## config.mk

```make
export PLATFORM = sky130hd
export DESIGN_NAME = div_ctrl_flat
export DESIGN_NICKNAME = d
export VERILOG_FILES = /design/src/rtl/div_pkg.sv /design/src/rtl/div_ctrl_if.sv /design/src/rtl/div_core.sv /design/src/rtl/div_ctrl.sv /design/src/flat_wrapper.sv
export SDC_FILE = /design/constraint.sdc
export NUM_CORES = 1
export LEC_CHECK = 0
export CAP_MARGIN = 20
export CORE_MARGIN = 1
export CORE_UTILIZATION = 50
export CTS_BUF_LIST = sky130_fd_sc_hd__clkbuf_2
export CTS_CLUSTER_SIZE = 16
export DETAILED_ROUTE_END_ITERATION = 10
export PLACE_DENSITY = 0.73
export RECOVER_POWER = 25
export SETUP_SLACK_MARGIN = 0.2
export SLEW_MARGIN = 15
export SYNTH_ARGS = -nofsm -noshare
export SYNTH_HDL_FRONTEND = slang
export SYNTH_SLANG_ARGS = --single-unit
```

## constraint.sdc

```tcl
create_clock -name clk -period 10.4 [get_ports clk]
set_clock_uncertainty 0.2 [all_clocks]
set_input_delay 2.08 -clock clk [delete_from_list [all_inputs] [get_ports clk]]
set_output_delay 2.08 -clock clk [all_outputs]
set_load 0.02 [all_outputs]
```

## src/rtl/div_pkg.sv

```systemverilog
// Shared types and default sizing for the clock-divider controller.
package div_pkg;

  typedef enum logic [1:0] {
    IDLE = 2'd0,
    RUN  = 2'd1,
    PEND = 2'd2
  } state_t;

  localparam int DIV_W_DEFAULT     = 16;
  localparam int DIV_RATIO_DEFAULT = 5;

endpackage

```

## src/rtl/div_ctrl_if.sv

```systemverilog
// Ratio configuration channel: valid/ready transfer of a new divide ratio plus an error pulse.
interface div_ctrl_if
  import div_pkg::*;
#(
  parameter int W = DIV_W_DEFAULT
);

  logic         cfg_valid;
  logic [W-1:0] cfg_div;
  logic         cfg_ready;
  logic         cfg_err;

  modport master (
    output cfg_valid,
    output cfg_div,
    input  cfg_ready,
    input  cfg_err
  );

  modport slave (
    input  cfg_valid,
    input  cfg_div,
    output cfg_ready,
    output cfg_err
  );

endinterface

```

## src/rtl/div_core.sv

```systemverilog
// Period counter with wrap detect; tick/phase registered one cycle after the count they describe.
// restart or !run clears the counter and both outputs on the next edge.
module div_core
  import div_pkg::*;
#(
  parameter int W = DIV_W_DEFAULT
) (
  input  logic         clk,
  input  logic         rst,
  input  logic         run,
  input  logic         restart,
  input  logic [W-1:0] cur_div,
  output logic         wrap,
  output logic         tick,
  output logic         phase
);

  logic [W-1:0] cnt;

  assign wrap = run && !restart && (cnt == cur_div - W'(1));

  always_ff @(posedge clk) begin
    if (rst || restart || !run) begin
      cnt   <= '0;
      tick  <= 1'b0;
      phase <= 1'b0;
    end else begin
      cnt   <= wrap ? '0 : cnt + W'(1);
      tick  <= wrap;
      phase <= (cnt >= (cur_div >> 1));
    end
  end

endmodule

```

## src/rtl/div_ctrl.sv

```systemverilog
// Programmable clock divider: FSM, ratio handshake and deferred ratio apply at period boundaries.
// cfg_ready drops while a ratio is pending; a new ratio never truncates or stretches a period.
module div_ctrl
  import div_pkg::*;
#(
  parameter int W       = DIV_W_DEFAULT,
  parameter int DEF_DIV = DIV_RATIO_DEFAULT
) (
  input  logic         clk,
  input  logic         rst,
  input  logic         en,
  div_ctrl_if.slave    cfg,
  output logic [W-1:0] cur_div,
  output logic         tick,
  output logic         phase,
  output logic         busy
);

  state_t       state, state_nxt;
  logic [W-1:0] pend_div, pend_nxt, cur_nxt;
  logic         wrap;
  logic         xfer;
  logic         accept;
  logic         cfg_err_q;

  assign cfg.cfg_ready = (state != PEND);
  assign cfg.cfg_err   = cfg_err_q;
  assign busy          = (state != IDLE);

  assign xfer   = cfg.cfg_valid && cfg.cfg_ready;
  assign accept = xfer && (cfg.cfg_div != '0);

  always_ff @(posedge clk) begin
    if (rst) begin
      state     <= IDLE;
      cur_div   <= W'(DEF_DIV);
      pend_div  <= '0;
      cfg_err_q <= 1'b0;
    end else begin
      state     <= state_nxt;
      cur_div   <= cur_nxt;
      pend_div  <= pend_nxt;
      cfg_err_q <= xfer && (cfg.cfg_div == '0);
    end
  end

  always_comb begin
    state_nxt = state;
    cur_nxt   = cur_div;
    pend_nxt  = pend_div;
    unique case (state)
      IDLE: begin
        if (accept) cur_nxt = cfg.cfg_div;
        if (en) state_nxt = RUN;
      end
      RUN: begin
        if (!en) begin
          state_nxt = IDLE;
          if (accept) cur_nxt = cfg.cfg_div;
        end else if (accept) begin
          // On the wrap cycle the new ratio can take effect at once without cutting a period.
          if (wrap) begin
            cur_nxt = cfg.cfg_div;
          end else begin
            pend_nxt  = cfg.cfg_div;
            state_nxt = PEND;
          end
        end
      end
      PEND: begin
        if (!en) begin
          state_nxt = IDLE;
          cur_nxt   = pend_div;
        end else if (wrap) begin
          state_nxt = RUN;
          cur_nxt   = pend_div;
        end
      end
      default: state_nxt = IDLE;
    endcase
  end

  div_core #(.W(W)) u_core (
    .clk     (clk),
    .rst     (rst),
    .run     (busy),
    .restart (busy && !en),
    .cur_div (cur_div),
    .wrap    (wrap),
    .tick    (tick),
    .phase   (phase)
  );

endmodule

```

## src/flat_wrapper.sv

```systemverilog
// flat-port wrapper written by rule: the top's interface ports become plain ports
module div_ctrl_flat import div_pkg::*;
#(
  parameter int W       = DIV_W_DEFAULT,
  parameter int DEF_DIV = DIV_RATIO_DEFAULT
)
  (clk, rst, en, cur_div, tick, phase, busy, cfg_cfg_valid, cfg_cfg_div, cfg_cfg_ready, cfg_cfg_err);
  div_ctrl_if #(.W(W)) cfg_i ();
  input  logic clk;
  input  logic rst;
  input  logic en;
  output logic [W-1:0] cur_div;
  output logic tick;
  output logic phase;
  output logic busy;
  input wire logic [$bits(cfg_i.cfg_valid)-1:0] cfg_cfg_valid;
  input wire logic [$bits(cfg_i.cfg_div)-1:0] cfg_cfg_div;
  output wire logic [$bits(cfg_i.cfg_ready)-1:0] cfg_cfg_ready;
  output wire logic [$bits(cfg_i.cfg_err)-1:0] cfg_cfg_err;
  assign cfg_i.cfg_valid = cfg_cfg_valid;
  assign cfg_i.cfg_div = cfg_cfg_div;
  assign cfg_cfg_ready = cfg_i.cfg_ready;
  assign cfg_cfg_err = cfg_i.cfg_err;
  div_ctrl #(.W(W), .DEF_DIV(DEF_DIV)) u_core (.clk(clk), .rst(rst), .en(en), .cfg(cfg_i), .cur_div(cur_div), .tick(tick), .phase(phase), .busy(busy));
endmodule
```

==> impl_metrics.csv, run 1 <==
group,metric,value,unit
outcome,outcome,"completed",
global_route,grt_usage,25.3,%
synthesis,yosysUniqueCellTypes,58,
global_route,met1_usage,31.3,%
clock_network,postCtsHoldBufs,0,
cells_and_area,syn2layout_area_growth,10.3,%
die,die-area,8020,µm²
die,io_pins,41,
worst_setup_path,worstPathCellList,"clkdlybuf4s50_1, nand4_1, or4_1, or4_1, a2111o_1, o211ai_4, mux2i_1, nor2_1",
drt,drt_iter0_drc,177,
synthesis,yosys.area_share.simple,19.5,%
synthesis,syn_avg_cell_area,8.55,µm²
synthesis,synth_ff_type,"dfxtp_1",
drt,drt_first_pass_iters,4,
die,rows,31,
worst_setup_path,end_kind,"flop",
global_route,grt_pass1_vias,3227,
power_and_ir_drop,p_leak,0.00188,µW
cells_and_area,fin_nets,507,
worst_hold_path,hp-class,"flop to flop",
synthesis,synthMuxAreaShare,9.14,%
clock_network,post-cts-setup-buffers,0,
worst_setup_path,critical_path_class,"primary input to flop",
clock_network,root_buffer,"clkbuf_2",
sta,report.final.slew_viol_count,0,
worst_setup_path,crit_slowest_cell,"o211ai_4",
sta,whs,0.338,ns
place,gp_congestion,0.895,
synthesis,yosysWarnings,0,
power_and_ir_drop,power-per-cell-area,136,nW/µm²
global_route,grt_max_degree,26,
sta,min_period,5.12,ns
drt,wl,9650,µm
worst_setup_path,worstPathRequired,10.54,ns
clock_network,cts_tree,"done",
synthesis,synth_top_family_by_area,"compound AO/OA/AOI/OAI gates",
cells_and_area,utilization,57.7,%
worst_setup_path,critPathMaxStageDelay,0.69,ns
synthesis,ys_top_cells_by_area,"dfxtp_1 28%, mux2i_1 9.1%, ha_1 7.2%",
worst_setup_path,crit_path_frequent_cell,"or4_1",
synthesis,ys_ff_latch,53,
worst_setup_path,arrival,5.25,ns
worst_setup_path,crit_path_start_kind,"primary input",
synthesis,synth.top_cell.area_share,27.7,%
die,core_region_area,7330,µm²
sta,max_slew_margin,13.5,%
synthesis,syn_nets,490,
place,hpwl,6860,µm
worst_setup_path,cp_max_fo,16,
sta,hold_violations,0,
global_route,grt_util_met3,3.97,%
die,start_util,52.3,%
place,dp_cells,556,
worst_setup_path,crit_family,"simple AND/OR/NAND/NOR gates",
synthesis,synth_edf_count,0,
global_route,antenna_found_initial,0,
cells_and_area,antenna_cells,0,
drt,drc,0,
clock_network,ctsResizeCount,0,
synthesis,synthArstFlopShare,0,%
sta,finalSetupViolations,0,
die,die_h,89.6,µm
cells_and_area,final_cell_count_no_fill,565,
worst_setup_path,rrSetupSlack,6.26,ns
power_and_ir_drop,ir_worst_vdd,0.0000775,V
clock_network,cts.sink_count,53,
global_route,grt_pass1_wl,15600,µm
sta,rsz0062_at_grt,"false",
sta,tightest_slew,1.30,ns
global_route,top_usage_layer,"met2",
synthesis,synthCells,448,
clock_network,cts_buffers,5,
synthesis,yosysSeqAreaShare,27.7,%
die,die_x,89.6,µm
sta,setup_tns,0,ns
synthesis,synth_fa_ha_area_share,7.18,%
worst_setup_path,worst-path-buf-inv,1,
synthesis,synth-compound-area-share,21.7,%
synthesis,synth_area,3830,µm²
cells_and_area,drive_above_1_share,5.15,%
clock_network,clock_path_buffers,2,
synthesis,synthXorXnorAreaFrac,7.08,%
drt,final_antenna_net_count,0,
global_route,globalRouteOverflowTotal,0,
synthesis,yosysTopAreaCell,"dfxtp_1",
drt,routed-via-count,3355,
clock_network,insertion_delay,0.45,ns
place,io_buffers,40,
clock_network,h-tree-depth,2,
clock_network,cts.clk_slew.worst_paths,0.30,ns
drt,wire_per_inst,17.1,µm
flow_run,maxCapViolations,0,
global_route,grt_util_met2,45.6,%
cells_and_area,nFillCells,677,
drt,vias_per_cell,5.94,
sta,fmax,0.195,GHz
sta,fin_crit_sh,49.2,%
==> cells in the final DEF (no fill, tap or decap), drive strengths merged, types with 3 or more instances in the layout <==
| master | n |
|---|---|
| dlygate4sd3 | 17 |
| a22o | 16 |
| nand3 | 14 |
| inv | 26 |
| clkbuf | 6 |
| nand2b | 5 |
| clkdlybuf4s50 | 23 |
| xnor2 | 17 |
| dfxtp | 53 |
| a211o | 15 |
| buf | 3 |
| nand4b | 3 |
| nor3 | 10 |
| xor2 | 14 |
| mux2i | 35 |
| nor2b | 4 |
| nand2 | 25 |
| and3 | 8 |
| a21o | 4 |
| a21oi | 13 |
| a2111oi | 3 |
| o21ai | 17 |
| nand4 | 6 |
| and2 | 3 |
| nor4 | 6 |
| nor2 | 48 |
| o211a | 14 |
| ha | 22 |
| a211oi | 5 |
==> power breakdown <==
group	internal, µW	leakage, µW	switching, µW
clock network	16.7	0.0000270	70.3
registers	220	0.000431	38.8
logic	102	0.00142	127
total	339	0.00188	236
==> flip-flops by register name (all words and copies together), names as in the netlist <==
signal               cells
u_core.cfg.cfg_err       1
u_core.cur_div          16
u_core.pend_div         16
u_core.state             2
u_core.u_core.cnt       16
u_core.u_core.phase      1
u_core.u_core.tick       1
==> worst min-delay path, delay by kind of cell (launching register included) <==
kind / cells / cell delay [ns]
DFF: 1 / 0.40
muxes: 1 / 0.07
and+or+nand+nor: 1 / 0.07
==> layer usage <==
layer,share of wire [%],vias up
li1,-,1648
met1,44,1603
met2,49,96
met3,5.2,8
met4,1.2,0
met5,0,-
==> layout make-up <==
type	count	area (µm²)	area share (%)
Multi-Input combinational cell	336	2480	58.6
Sequential cell	53	1060	25.1
Tap cell	99	124	2.93
Timing Repair Buffer	44	427	10.1
Inverter	25	93.8	2.22
Clock inverter	3	20.0	0.474
Clock buffer	5	25.0	0.592
==> stage by stage <==
stage               setup WS (ns)  total power, µW  area [µm²]
floorplan                    5.82              421        3830
global placement             4.88              487        4180
detailed placement           4.85              490        4180
CTS                          5.36              578        4220
global route                 5.17              608        4230
finish                       5.28              575        4230
==> worst paths after layout <==
check	from	endpoint	cells past startpoint
hold / removal	u_core.pend_div[5]	u_core.pend_div[5]	2
setup reg to reg	u_core.cur_div[1]	u_core.pend_div[13]	10
setup / recovery	en	u_core.pend_div[13]	8
hold reg to reg	u_core.pend_div[5]	u_core.pend_div[5]	2
==> kinds of logic after synthesis <==
logic type / count (synthesis)
and+or+nand+nor: 144
DFF: 53
adders and majority gates: 22
xor gates and xnor gates: 31
buffers and inverters: 59
AOI/OAI and AO/OA: 104
muxes: 35
==> cell usage after synthesis, types with 3 or more instances <==
master	number
buf_6	6
nand4_1	6
a211o_1	15
nand4b_1	3
a22o_1	16
nand2_1	25
clkbuf_1	18
ha_1	22
mux2i_1	35
a2111oi_0	3
nor4_1	6
nor3_1	8
o211a_1	14
nand2b_1	5
a21o_1	4
xnor2_1	17
a211oi_1	5
nor2b_1	4
o21ai_0	17
dfxtp_1	53
nand3_1	14
xor2_1	14
inv_1	25
a21oi_1	11
nor2_1	47
and3_1	6
buf_2	7
Power figures use the tool's default switching activity.
==> run 2: changes to the inputs <==
--- a/config.mk
+++ b/config.mk
@@ -11,7 +11,7 @@
 export CTS_BUF_LIST = sky130_fd_sc_hd__clkbuf_2
 export CTS_CLUSTER_SIZE = 16
 export DETAILED_ROUTE_END_ITERATION = 10
-export PLACE_DENSITY = 0.73
+export PLACE_DENSITY = 0.76
 export RECOVER_POWER = 25
 export SETUP_SLACK_MARGIN = 0.2
 export SLEW_MARGIN = 15
==> constraint.sdc (replaced) <==
create_clock -name clk -period 4.1 [get_ports clk]
set_clock_uncertainty 0.2 [all_clocks]
set_input_delay 0.82 -clock clk [delete_from_list [all_inputs] [get_ports clk]]
set_output_delay 0.82 -clock clk [all_outputs]
set_load 0.02 [all_outputs]
==> impl_metrics.csv, run 2 (synthesis results as in run 1) <==
group,metric,value,unit
clock_network,postCtsHoldBufs,0,
cells_and_area,drive_above_1_share,8.14,%
clock_network,cts_tree,"done",
clock_network,cts_buffers,5,
sta,min_period,3.71,ns
sta,setup_tns,0,ns
worst_setup_path,worstPathRequired,4.35,ns
worst_setup_path,crit_slowest_cell,"a21oi_2",
cells_and_area,nFillCells,678,
drt,final_antenna_net_count,0,
clock_network,insertion_delay,0.49,ns
clock_network,h-tree-depth,2,
power_and_ir_drop,ir_worst_vdd,0.000173,V
die,core_region_area,7330,µm²
place,hpwl,7100,µm
drt,drt_iter0_drc,236,
worst_setup_path,end_kind,"flop",
drt,wl,9740,µm
cells_and_area,final_cell_mix,"53 x dfxtp_1, 47 x nor2_1, 35 x mux2i_1",
cells_and_area,final_common_cell,"dfxtp_1",
worst_setup_path,arrival,3.96,ns
worst_setup_path,cp_max_fo,16,
power_and_ir_drop,p_clk_share,15.9,%
place,pre_cts_ws,0.245,ns
worst_setup_path,worstPathCellList,"inv_1, ha_1, or4b_1, o2111a_1, a211oi_1, or4_1, a2111o_1, o21bai_4, a21oi_2, mux2i_1",
global_route,grt_pass1_vias,3251,
flow_run,maxCapViolations,0,
drt,dr_wl_met3,507,µm
place,dpl-instance-area,4290,µm²
power_and_ir_drop,p_leak,0.00196,µW
global_route,grt_usage,26.2,%
die,rows,31,
sta,report.final.slew_viol_count,0,
drt,wire_per_inst,16.8,µm
sta,rsz0062_at_grt,"false",
power_and_ir_drop,switching_share,40.9,%
power_and_ir_drop,cellInternalPower,893,µW
global_route,globalRouteOverflowTotal,0,
power_and_ir_drop,total_power,1510,µW
power_and_ir_drop,seqPwrFrac,42.2,%
cells_and_area,fin_nets,520,
sta,finalSetupViolations,0,
drt,dr_wl_met2,4640,µm
die,die-area,8020,µm²
clock_network,clock_path_buffers,2,
die,start_util,52.3,%
place,gp_congestion,0.894,
sta,fin_crit_sh,90.5,%
cells_and_area,syn2layout_area_growth,13.5,%
drt,vias_per_cell,5.99,
clock_network,ctsResizeCount,0,
drt,drc,0,
power_and_ir_drop,power-per-cell-area,347,nW/µm²
global_route,antenna_found_initial,0,
die,die_x,89.6,µm
power_and_ir_drop,power_frac_comb,41.9,%
worst_setup_path,critical_path_class,"flop to flop",
die,io_pins,41,
drt,routed-via-count,3465,
clock_network,cts.clk_slew.worst_paths,0.33,ns
clock_network,cts.sink_count,53,
global_route,grt_pass1_wl,16100,µm
worst_setup_path,crit_path_start_kind,"flop",
drt,met1Wirelength,4410,µm
outcome,outcome,"completed",
place,io_buffers,40,
cells_and_area,largestRegisters,"u_core.cur_div (16), u_core.pend_div (16), u_core.u_core.cnt (16)",
clock_network,root_buffer,"clkbuf_2",
sta,fmax,0.270,GHz
power_and_ir_drop,p_sw,617,µW
drt,top_layer_used,"met4",
worst_setup_path,rrSetupSlack,0.39,ns
sta,finalWorstSetupSlack,0.390,ns
global_route,grt_max_degree,26,
sta,hold_violations,0,
die,die_h,89.6,µm
worst_hold_path,hp-class,"flop to flop",
cells_and_area,post-route-cell-area,4350,µm²
clock_network,post-cts-setup-buffers,0,
sta,max_slew_margin,46.9,%
sta,whs,0.344,ns
cells_and_area,antenna_cells,0,
sta,tightest_slew,0.796,ns
worst_setup_path,critPathMaxStageDelay,0.64,ns
drt,drt_first_pass_iters,6,
==> run 2: cell count changes in the layout (fill, tap and decap cells not counted), sizes merged <==
cell,previous run,this run
buf,3,17
clkbuf,6,5
clkinvlp,1,0
inv,26,27
==> run 2: worst max-delay path, delay by kind of cell, from the launching register on <==
family	cells	cell delay, ns
buffers and inverters	1	0.05
AOI/OAI and AO/OA	5	1.58
DFF	1	0.39
and+or+nand+nor	2	0.77
muxes	1	0.28
adders and majority gates	1	0.39
==> run 2: per-stage QoR <==
stage / util [%] / instances
detailed placement: 58.5 / 569
global route: 59.3 / 578
CTS: 59.2 / 577
floorplan: - / 448
global placement: 58.5 / 569
finish: 59.3 / 578
==> run 2: cell type report <==
type,count,area [µm²],area share [%]
inverter,25,93.8,2.16
tap,99,124,2.85
timing repair buffer,57,541,12.4
clock inverter,3,28.8,0.662
multi-input combinational,336,2480,56.9
clock buffer,5,25.0,0.575
sequential,53,1060,24.4
==> run 2: path summary, 6_finish.rpt <==
kind,start,end,cells past startpoint
max,u_core.cur_div[0],u_core.cur_div[0],10
min reg2reg,u_core.pend_div[0],u_core.pend_div[0],2
min,u_core.pend_div[0],u_core.pend_div[0],2
max reg2reg,u_core.cur_div[0],u_core.cur_div[0],10
==> run 2: routing by layer <==
metal,up-vias,track usage (%)
li1,1676,-
met1,1647,33.6
met2,123,45.5
met3,19,4.06
met4,0,7.50
met5,-,0
==> run 2: power groups by stage <==
stage / clock network, µW / logic (µW) / registers [µW]
floorplan: 0 / 428 / 640
finish: 240 / 632 / 638
detailed placement: 0 / 632 / 645
CTS: 247 / 637 / 636
global placement: 0 / 618 / 644
global route: 268 / 692 / 645
